**config.mk**
```make
export PLATFORM = sky130hd
export DESIGN_NAME = masked_linear_pipe_flat
export DESIGN_NICKNAME = d
export VERILOG_FILES = /design/src/rtl/masked_linear_pipe_if.sv /design/src/rtl/masked_linear_pipe.sv /design/src/flat_wrapper.sv
export SDC_FILE = /design/constraint.sdc
export NUM_CORES = 1
export LEC_CHECK = 0
export BUFFER_PORTS_ARGS = -buffer_cell sky130_fd_sc_hd__buf_2
export CORE_MARGIN = 10
export CORE_UTILIZATION = 50
export DETAILED_ROUTE_END_ITERATION = 6
export PLACE_DENSITY = 0.79
export REMOVE_ABC_BUFFERS = 1
export SLEW_MARGIN = 20
export SYNTH_ARGS = -nofsm -noshare
export SYNTH_HDL_FRONTEND = slang
export SYNTH_SLANG_ARGS = --single-unit
```
**constraint.sdc**
```tcl
create_clock -name clk -period 1.6 [get_ports clk]
set_input_delay 0.24 -clock clk [delete_from_list [all_inputs] [get_ports clk]]
set_output_delay 0.24 -clock clk [all_outputs]
set_load 0.005 [all_outputs]
```
**src/rtl/masked_linear_pipe_if.sv**
```systemverilog
// Handshake and data bundle for the masked linear output pipe.
// The slave side is the pipe itself; the master side is whatever feeds
// shares and randomness in and consumes refreshed shares out.
interface masked_linear_pipe_if #(
  parameter int SHARES = 2,
  parameter int WIDTH  = 8,
  parameter int STAGES = 2
);
  logic                              in_valid;
  logic                              in_ready;
  logic [SHARES*WIDTH-1:0]           in_shares;
  logic [STAGES*(SHARES-1)*WIDTH-1:0] r;
  logic                              out_valid;
  logic                              out_ready;
  logic [SHARES*WIDTH-1:0]           out_shares;
  logic                              busy;

  modport master (
    output in_valid, in_shares, r, out_ready,
    input  in_ready, out_valid, out_shares, busy
  );

  modport slave (
    input  in_valid, in_shares, r, out_ready,
    output in_ready, out_valid, out_shares, busy
  );
endinterface

```
**src/rtl/masked_linear_pipe.sv**
```systemverilog
// Share-wise GF(2) linear map plus affine constant (share 0 only), followed
// by an elastic valid/ready pipeline that re-masks every share at each
// register stage. The XOR of all output shares always equals
// MATRIX * (XOR of input shares) ^ AFFINE_C. in_ready depends
// combinationally on out_ready so a full pipe can accept and emit in the
// same cycle.
module masked_linear_pipe #(
  parameter int                       SHARES   = 2,
  parameter int                       WIDTH    = 8,
  parameter int                       STAGES   = 2,
  parameter logic [WIDTH*WIDTH-1:0]   MATRIX   = 64'h8040201008040201,
  parameter logic [WIDTH-1:0]         AFFINE_C = 8'h63
) (
  input  logic                 clk,
  input  logic                 rst_n,
  masked_linear_pipe_if.slave  bus
);

  localparam int DW = SHARES * WIDTH;
  localparam int RW = (SHARES - 1) * WIDTH;

  // Output bit j is the parity of the input bits selected by matrix row j.
  function automatic logic [WIDTH-1:0] lin_map(input logic [WIDTH-1:0] x);
    logic [WIDTH-1:0] y;
    y = '0;
    for (int j = 0; j < WIDTH; j++) begin
      y[j] = ^(MATRIX[j*WIDTH +: WIDTH] & x);
    end
    return y;
  endfunction

  // Re-mask: each of the first SHARES-1 shares absorbs its own random word,
  // the last share absorbs the XOR of all of them, so the share sum is kept.
  function automatic logic [DW-1:0] refresh(input logic [DW-1:0] d,
                                            input logic [RW-1:0] rk);
    logic [DW-1:0]    o;
    logic [WIDTH-1:0] acc;
    o   = d;
    acc = '0;
    for (int i = 0; i < SHARES - 1; i++) begin
      o[i*WIDTH +: WIDTH] = d[i*WIDTH +: WIDTH] ^ rk[i*WIDTH +: WIDTH];
      acc                 = acc ^ rk[i*WIDTH +: WIDTH];
    end
    o[(SHARES-1)*WIDTH +: WIDTH] = d[(SHARES-1)*WIDTH +: WIDTH] ^ acc;
    return o;
  endfunction

  logic [DW-1:0]     front;
  logic [STAGES-1:0] valid;
  logic [STAGES-1:0] adv;
  logic [STAGES-1:0] load;
  logic [DW-1:0]     data [STAGES];
  logic [DW-1:0]     src  [STAGES];

  // Combinational front end: linear map on every share, constant on share 0.
  always_comb begin
    // NOTE: every always_comb output gets a full default up front so no
    // path through the block leaves it unassigned and infers a latch.
    front = '0;
    for (int s = 0; s < SHARES; s++) begin
      front[s*WIDTH +: WIDTH] = lin_map(bus.in_shares[s*WIDTH +: WIDTH]);
    end
    front[0 +: WIDTH] = front[0 +: WIDTH] ^ AFFINE_C;
  end

  // Advance chain, walked from the output back: a stage moves when it holds
  // data and the slot after it is empty or moving itself.
  always_comb begin : advance_chain
    logic open_next;
    open_next = bus.out_ready;
    adv       = '0;
    for (int k = STAGES - 1; k >= 0; k--) begin
      adv[k]    = valid[k] & open_next;
      open_next = ~valid[k] | adv[k];
    end
  end

  assign bus.in_ready = ~valid[0] | adv[0];

  // Load enables and load sources: stage 0 takes the front end, later
  // stages take whatever their predecessor hands over.
  always_comb begin
    load    = '0;
    load[0] = bus.in_valid & bus.in_ready;
    src[0]  = front;
    for (int k = 1; k < STAGES; k++) begin
      load[k] = adv[k-1];
      src[k]  = data[k-1];
    end
  end

  // Stage registers: valid tracks occupancy, data is refreshed on load and
  // otherwise held (draining does not clear it).
  always_ff @(posedge clk or negedge rst_n) begin
    if (!rst_n) begin
      valid <= '0;
      // NOTE: the share registers are a small register file, not RAM, so
      // they are cleared on reset; no stale mask material survives reset.
      for (int k = 0; k < STAGES; k++) begin
        data[k] <= '0;
      end
    end else begin
      // NOTE: non-blocking updates let every stage read its predecessor's
      // pre-edge value, which is what makes the shift behave as a pipeline.
      for (int k = 0; k < STAGES; k++) begin
        valid[k] <= load[k] | (valid[k] & ~adv[k]);
        if (load[k]) begin
          data[k] <= refresh(src[k], bus.r[k*RW +: RW]);
        end
      end
    end
  end

  assign bus.out_valid  = valid[STAGES-1];
  assign bus.out_shares = data[STAGES-1];
  assign bus.busy       = |valid;

endmodule

```
**src/flat_wrapper.sv**
```systemverilog
// flat-port wrapper written by rule: the top's interface ports become plain ports
module masked_linear_pipe_flat 
#(
  parameter int                       SHARES   = 2,
  parameter int                       WIDTH    = 8,
  parameter int                       STAGES   = 2,
  parameter logic [WIDTH*WIDTH-1:0]   MATRIX   = 64'h8040201008040201,
  parameter logic [WIDTH-1:0]         AFFINE_C = 8'h63
)
  (clk, rst_n, bus_in_valid, bus_in_shares, bus_r, bus_out_ready, bus_in_ready, bus_out_valid, bus_out_shares, bus_busy);
  masked_linear_pipe_if #(.SHARES(SHARES), .WIDTH(WIDTH), .STAGES(STAGES)) bus_i ();
  input  logic clk;
  input  logic rst_n;
  input wire logic [$bits(bus_i.in_valid)-1:0] bus_in_valid;
  input wire logic [$bits(bus_i.in_shares)-1:0] bus_in_shares;
  input wire logic [$bits(bus_i.r)-1:0] bus_r;
  input wire logic [$bits(bus_i.out_ready)-1:0] bus_out_ready;
  output wire logic [$bits(bus_i.in_ready)-1:0] bus_in_ready;
  output wire logic [$bits(bus_i.out_valid)-1:0] bus_out_valid;
  output wire logic [$bits(bus_i.out_shares)-1:0] bus_out_shares;
  output wire logic [$bits(bus_i.busy)-1:0] bus_busy;
  assign bus_i.in_valid = bus_in_valid;
  assign bus_i.in_shares = bus_in_shares;
  assign bus_i.r = bus_r;
  assign bus_i.out_ready = bus_out_ready;
  assign bus_in_ready = bus_i.in_ready;
  assign bus_out_valid = bus_i.out_valid;
  assign bus_out_shares = bus_i.out_shares;
  assign bus_busy = bus_i.busy;
  masked_linear_pipe #(.SHARES(SHARES), .WIDTH(WIDTH), .STAGES(STAGES), .MATRIX(MATRIX), .AFFINE_C(AFFINE_C)) u_core (.clk(clk), .rst_n(rst_n), .bus(bus_i));
endmodule
```
== Word level (Yosys, flattened, before mapping) ==
Index checks and enable logic that the tools add are counted.
Word-level totals
  logic and storage cells: 38
  output and inout port bits: 19
  bits in registers: 34
  input bits: 36
Cells by class
  reduce and logical (&&, ||, !) cells: 17
  bitwise operators: 18
Operators by type and width (count)
  XOR reduction 8 bit: 16
  XOR 8 bit: 4
  AND 1 bit: 5
  inverter 1 bit: 4
  inverter 4 bit: 1
  bitwise OR 1 bit: 4
  OR reduction 2 bit: 1

== Depth between registers and ports, before layout ==
Gate-level depths: netlist (run 1).
  word-level depth: 6
  mapped depth: 4
  gate-level depth less buffers: 3

== Worst setup path before layout (run 1) ==
No wires, ideal clock.
  path type: register to register
  from: register u_core.valid[1]
  to: register u_core.data[19] in the netlist's numbering
  arrival time: 1104 ps
  setup time: 125 ps
  stages on the path, launching flop included: 5
  path buffers: 1
  period minus slack after synthesis: 1229 ps
  data required time: 1475 ps
  setup slack: 371 ps
  cell sequence: dfrtp_1 > nand3b_2 > nand2_4 > buf_8 > mux2_2
On the way
  word-level cells in the longest chain between the ends: 5
  elaborated cells between the ends (all ways): 6
  those cells by class: bitwise (6)
RTL lines
  from (decl): line masked_linear_pipe.sv:49  | logic [STAGES-1:0] valid;
  from (signal, indexed assignment): line masked_linear_pipe.sv:106  | valid[k] <= load[k] | (valid[k] & ~adv[k]);
  AND 1 bit or inverter 1 bit (tied branches): line masked_linear_pipe.sv:73, masked_linear_pipe.sv:74
  bitwise OR 1 bit *: line masked_linear_pipe.sv:74  | open_next = ~valid[k] | adv[k];
  AND 1 bit *: line masked_linear_pipe.sv:73  | adv[k] = valid[k] & open_next;
  bitwise OR 1 bit *
  via bus_in_ready: line flat_wrapper.sv:18  | output wire logic [$bits(bus_i.in_ready)-1:0] bus_in_ready;
  AND 1 bit *: line masked_linear_pipe.sv:84  | load[0] = bus.in_valid & bus.in_ready;
  to (signal, indexed assignment): line masked_linear_pipe.sv:108  | data[k] <= refresh(src[k], bus.r[k*RW +: RW]);
  to (decl): line masked_linear_pipe.sv:52  | logic [DW-1:0] data [STAGES];
Mark *: on every way through the listed nets, which the timed path passes. The rest lies on a longest branch.
A chain may end at the register's enable or synchronous reset.

== Worst setup path in the final report (run 1) ==
  from: register u_core.valid[1]
  to: output bus_busy
On the way
  word-level cells in the longest chain between the ends: 1
RTL lines
  OR reduction 2 bit: line masked_linear_pipe.sv:116  | assign bus.busy = |valid;
  to (decl): line flat_wrapper.sv:21  | output wire logic [$bits(bus_i.busy)-1:0] bus_busy;
Every way passes these cells.

==> flow_metrics.tcl, run 1 <==
set metrics [dict create \
    run_status "complete, no violations" \
    place_congestion 0.6408 \
    synthSimpleGateAreaFrac_pct 3.180 \
    critPathLaunchType "flip-flop" \
    clkTransAtPathRegs_ns 0.10 \
    clock_latency_ns 0.33 \
    cts_resized 0 \
    wl_per_cell_microns 14.49 \
    grt_setup_unrepaired "false" \
    hold_viol 0 \
    grt_most_used_layer "met2" \
    slowest_stage "dfrtp_1" \
    drt-vias-per-instance 4.724 \
    vias 1011 \
    placed_cells 205 \
    p_leak_nw 0.9261 \
    syn_to_final_growth_pct 14.87 \
    end_kind "primary output" \
    synth_top_family_by_area "multiplexers" \
    syn_inst 123 \
    drt_pre_antenna_iters 3 \
    min_period_over_period_pct 88.41 \
    grt_usage_pct 10.27 \
    async_flop_share_pct 100.0 \
    max_cap_violations 0 \
    clock_path_buffers 2 \
    netlist_top_cells_count "dfrtp_1 (34), mux2_2 (32), xor2_1 (28)" \
    drc 0 \
    hold_path_class "in2reg" \
    synth_top_area_cell "dfrtp_1" \
    grt_overflow 0 \
    startpoint "u_core.valid[1]" \
    holdBufCountCts 1 \
    yosys_warnings 0 \
    cts_buffers 5 \
    cts_tree "done" \
    synth_fa_ha_area_share_pct 0 \
    critPathCapture "bus_busy" \
    clock_skew_ns 0.009272 \
    ir_worst_vdd_v 0.0007492 \
    ys_ff_latch 34 \
    synth_xor_area_share_pct 16.57 \
    r2r_slack_ns 0.27 \
    finalNetCount 203 \
    port_buffers 54 \
    drt_iter0_drc 8 \
    dieArea_sq_mm 0.006110 \
    dp_hpwl_mm 2.458 \
    cp_data_arrival_time_ns 1.17 \
    ys_top_cells_by_area "dfrtp_1 (50%), mux2_2 (21%), xor2_1 (14%)" \
    powerDensity_mw_per_mm2 1201 \
    synth_area_sq_mm 0.001692 \
    grtUsageMet2_pct 17.11 \
    worstReg2RegStart "u_core.valid[1]" \
    crit_chain "or2_2 -> buf_2" \
    synth_top_area_share_pct 50.30 \
    reg2reg_to "u_core.bus.out_shares[7]" \
    grt_max_degree 35 \
    grtUsageMet1_pct 9.556 \
    cts_root_buffer "clkbuf_4" \
    die_h_microns 78.17 \
    grt_pass1_wl_mm 4.974 \
    ys_seq_area_share_pct 50.30 \
    finalSetupViolCount 0 \
    slew_headroom_pct 51.44 \
    tightest_slew_ns 0.7284 \
    core_sq_mm 0.003311 \
    io_pins 55 \
    ys_types 12 \
    critical_path_class "reg2out" \
    antenna_cells 0 \
    critical_path.max_fanout 4 \
    final_max_slew_viol_count 0 \
    synth_ff_type "dfrtp_1" \
    final_cells 214 \
    start_util_pct 51.10 \
    clock.fmax_mhz 706.9 \
    synth_area_per_cell_sq_um 13.75 \
    grt_pass1_vias 1186 \
    cts.sinks 34 \
    muxShareOfSynthArea_pct 21.30 \
    rows 21 \
    post_cts_buffers 0 \
    routed_wl_mm 3.101 \
    drive_above_1_share_pct 57.74 \
    rr_worst_depth 3 \
    fin_setup_tns_ns 0 \
    die_w_microns 78.17 \
    layout_min_cycle_time_ns 1.415 \
    synth-edff-count 0 \
    slowest_delay_ns 0.42 \
    holdPathStages 2 \
    required_ns 1.36 \
    drtAntennaViolNets 0 \
    h-tree-depth 2 \
    synth_compound_area_share_pct 0 \
    antenna_found_initial 0 \
    synth_most_common_cell "dfrtp_1" \
    grtUsageMet3_pct 8.200 \
]
## metal layers
| layer | routed length, microns | part of all wire [%] |
|---|---|---|
| met2 | 1459 | 47 |
| met3 | 422 | 14 |
| met1 | 1211 | 39 |
| met4 | 8 | 0.26 |
| met5 | 0 | 0 |
## final cells by class
| cell class | count | area [sq um] |
|---|---|---|
| flip-flops and latches | 34 | 850.8 |
| clock inverters | 1 | 5.005 |
| well taps | 46 | 57.56 |
| clock buffers | 7 | 55.05 |
| fillers | 303 | 1368 |
| repair buffers | 55 | 280.3 |
| multi-input cells | 71 | 694.4 |
## where the power goes
part / internal [W] / switching, W / leakage (nW)
Sequential: 0.00109 / 0.000128 / 0.395
Clock: 0.000213 / 0.000273 / 0.0353
Combinational: 0.000377 / 0.000253 / 0.496
Total: 0.00168 / 0.000654 / 0.926
## cells in the final DEF (no fill, tap or decap)
cell and instances:
buf_2 54, dfrtp_1 34, mux2_2 32, xor2_1 28, clkbuf_4 5, xnor2_1 4, nand2b_1 3, nand3b_2 1
or2_2 1, nand2_4 1, nand2_2 1, clkinv_2 1, clkbuf_1 1, clkbuf_8 1, dlygate4sd3_1 1
## critical path, delay by kind of cell, from the launching register on
kind                   cells  cell delay [ns]
buffers and inverters      1             0.13
flip-flops                 1             0.42
AND/OR/NAND/NOR            1             0.29
## logic make-up after synthesis
family	count (synthesis)
multiplexers	32
XOR/XNOR	32
buffers and inverters	18
AND/OR/NAND/NOR	7
flip-flops	34
## registers in the layout, indices dropped and copies added (netlist names)
signal and count:
u_core.bus.out_shares 16, u_core.data 16, u_core.valid 2
## stage by stage
step / power (W) / cell area [sq um] / util (%) / worst slack [ns] / hold WS (ns)
after global placement: 0.001840 / 1873 / 56.58 / 0.3022 / 0.3242
after floorplan: 0.001559 / 1545 / - / 0.4046 / -0.05559
after global routing: 0.002500 / 1943 / 58.69 / 0.1195 / 0.1254
after detailed placement: 0.001890 / 1873 / 56.58 / 0.2468 / 0.3427
final: 0.002334 / 1943 / 58.69 / 0.1854 / 0.1425
after CTS: 0.002379 / 1943 / 58.69 / 0.1624 / 0.1285
## worst min-delay path by stage
stage / from / to / slack [ns]
3_5_place_dp: rst_n / u_core.valid[0] / 0.34
5_1_grt: bus_in_valid / u_core.valid[0] / 0.13
4_1_cts: bus_in_valid / u_core.valid[0] / 0.13
6_report: bus_in_valid / u_core.valid[0] / 0.14
3_3_place_gp: rst_n / u_core.valid[0] / 0.32
2_1_floorplan: rst_n / u_core.bus.out_shares[0] / -0.06
No activity file was read; power rests on OpenSTA's default activity.
==> run 2: changes to the inputs <==
==> constraint.sdc (replaced) <==
create_clock -name clk -period 1.6 [get_ports clk]
set_input_delay 0.32 -clock clk [delete_from_list [all_inputs] [get_ports clk]]
set_output_delay 0.32 -clock clk [all_outputs]
set_load 0.005 [all_outputs]
==> flow_metrics.tcl, run 2 (synthesized netlist as in run 1, its figures left out) <==
set metrics [dict create \
    run_status "complete, no violations" \
    clock_latency_ns 0.32 \
    end_kind "primary output" \
    finalSetupViolCount 0 \
    critical_path.max_fanout 4 \
    dp_hpwl_mm 2.458 \
    clock_path_buffers 2 \
    vias 1020 \
    die_w_microns 78.17 \
    worst-path-stages 2 \
    layout_commonest_cell "buf_2" \
    required_ns 1.28 \
    max_cap_violations 0 \
    grt_pass1_vias 1177 \
    syn_to_final_growth_pct 14.27 \
    core_sq_mm 0.003311 \
    cts_tree "done" \
    cp_top_family "flip-flops" \
    holdBufCountCts 0 \
    routed_wl_mm 3.096 \
    rows 21 \
    finalNetCount 202 \
    layout_common_cells "buf_2 (54), dfrtp_1 (34), mux2_2 (32)" \
    drt_pre_antenna_iters 4 \
    slowest_delay_ns 0.42 \
    min_period_over_period_pct 93.14 \
    slew_headroom_pct 52.11 \
    rr_worst_depth 3 \
    drt-vias-per-instance 4.789 \
    p_leak_nw 0.9219 \
    start_util_pct 51.10 \
    cts.sinks 34 \
    grt_overflow 0 \
    p_total_w 0.002324 \
    cts_resized 0 \
    place_congestion 0.6570 \
    fin_setup_tns_ns 0 \
    critical_path_class "reg2out" \
    port_buffers 54 \
    post_cts_buffers 0 \
    hold_viol 0 \
    die_h_microns 78.17 \
    cts_buffers 5 \
    grt_usage_pct 10.44 \
    clkTransAtPathRegs_ns 0.10 \
    clock_skew_ns 0.007913 \
    critPathLaunchType "flip-flop" \
    grt_max_degree 35 \
    hold_path_class "in2async" \
    drive_above_1_share_pct 58.08 \
    drtAntennaViolNets 0 \
    grt_pass1_wl_mm 5.154 \
    powerDensity_mw_per_mm2 1202 \
    drt_iter0_drc 47 \
    grt_setup_unrepaired "false" \
    io_pins 55 \
    antenna_found_initial 0 \
    drc 0 \
    dieArea_sq_mm 0.006110 \
    wl_per_cell_microns 14.54 \
    crit_chain "or2_2 -> buf_2" \
    cp_data_arrival_time_ns 1.17 \
    ir_worst_vdd_v 0.0005765 \
    tightest_slew_ns 0.7183 \
    layout_min_cycle_time_ns 1.490 \
    hold-worst-slack_ns 0.04506 \
    h-tree-depth 2 \
    clock.fmax_mhz 671.0 \
    final_max_slew_viol_count 0 \
    slowest_stage "dfrtp_1" \
    cts_root_buffer "clkbuf_4" \
    worst-path-buf-inv 1 \
    antenna_cells 0 \
]
[run 2: cell count changes in the layout (fill, tap and decap cells not counted), sizes merged]
cell,delta
dlygate4sd3,-1
[run 2: where the power goes]
part / leakage [nW] / internal [W] / switching (W)
registers: 0.395 / 0.00109 / 0.000133
logic: 0.492 / 0.000375 / 0.000250
clock network: 0.0353 / 0.000213 / 0.000263
total: 0.922 / 0.00168 / 0.000645
[run 2: through the flow]
stage	setup WS, ns	utilization, %	instances	instance area, sq um
2_1_floorplan	0.3859	-	105	1545
3_3_place_gp	0.2229	56.58	205	1873
3_5_place_dp	0.1576	56.58	205	1873
4_1_cts	0.08152	58.39	213	1933
5_1_grt	0.03401	58.39	213	1933
6_report	0.1097	58.39	213	1933
[run 2: worst paths after layout]
check                                       endpoint                startpoint  slack (ns)
min in group clk                     u_core.valid[0]              bus_in_valid        0.25
max reg2reg                 u_core.bus.out_shares[7]           u_core.valid[1]        0.26
max in group asynchronous  u_core.bus.out_shares[13]                     rst_n        1.10
max                                         bus_busy           u_core.valid[1]        0.11
min reg2reg                 u_core.bus.out_shares[3]  u_core.bus.out_shares[3]        0.51
min                                  u_core.data[31]                     rst_n        0.05
[run 2: final cells by class]
type,instances,area [sq um]
fill,292,1378
clock inverter,1,5.005
multi-input combinational,71,694.4
timing repair buffer,54,270.3
tap,46,57.56
clock buffer,7,55.05
sequential,34,850.8
[run 2: routing by layer]
layer / track usage [%] / wire length [microns]
met5: 0 / 0
met4: 1.613 / 0
met3: 6.948 / 352
met2: 17.52 / 1552
met1: 10.89 / 1192
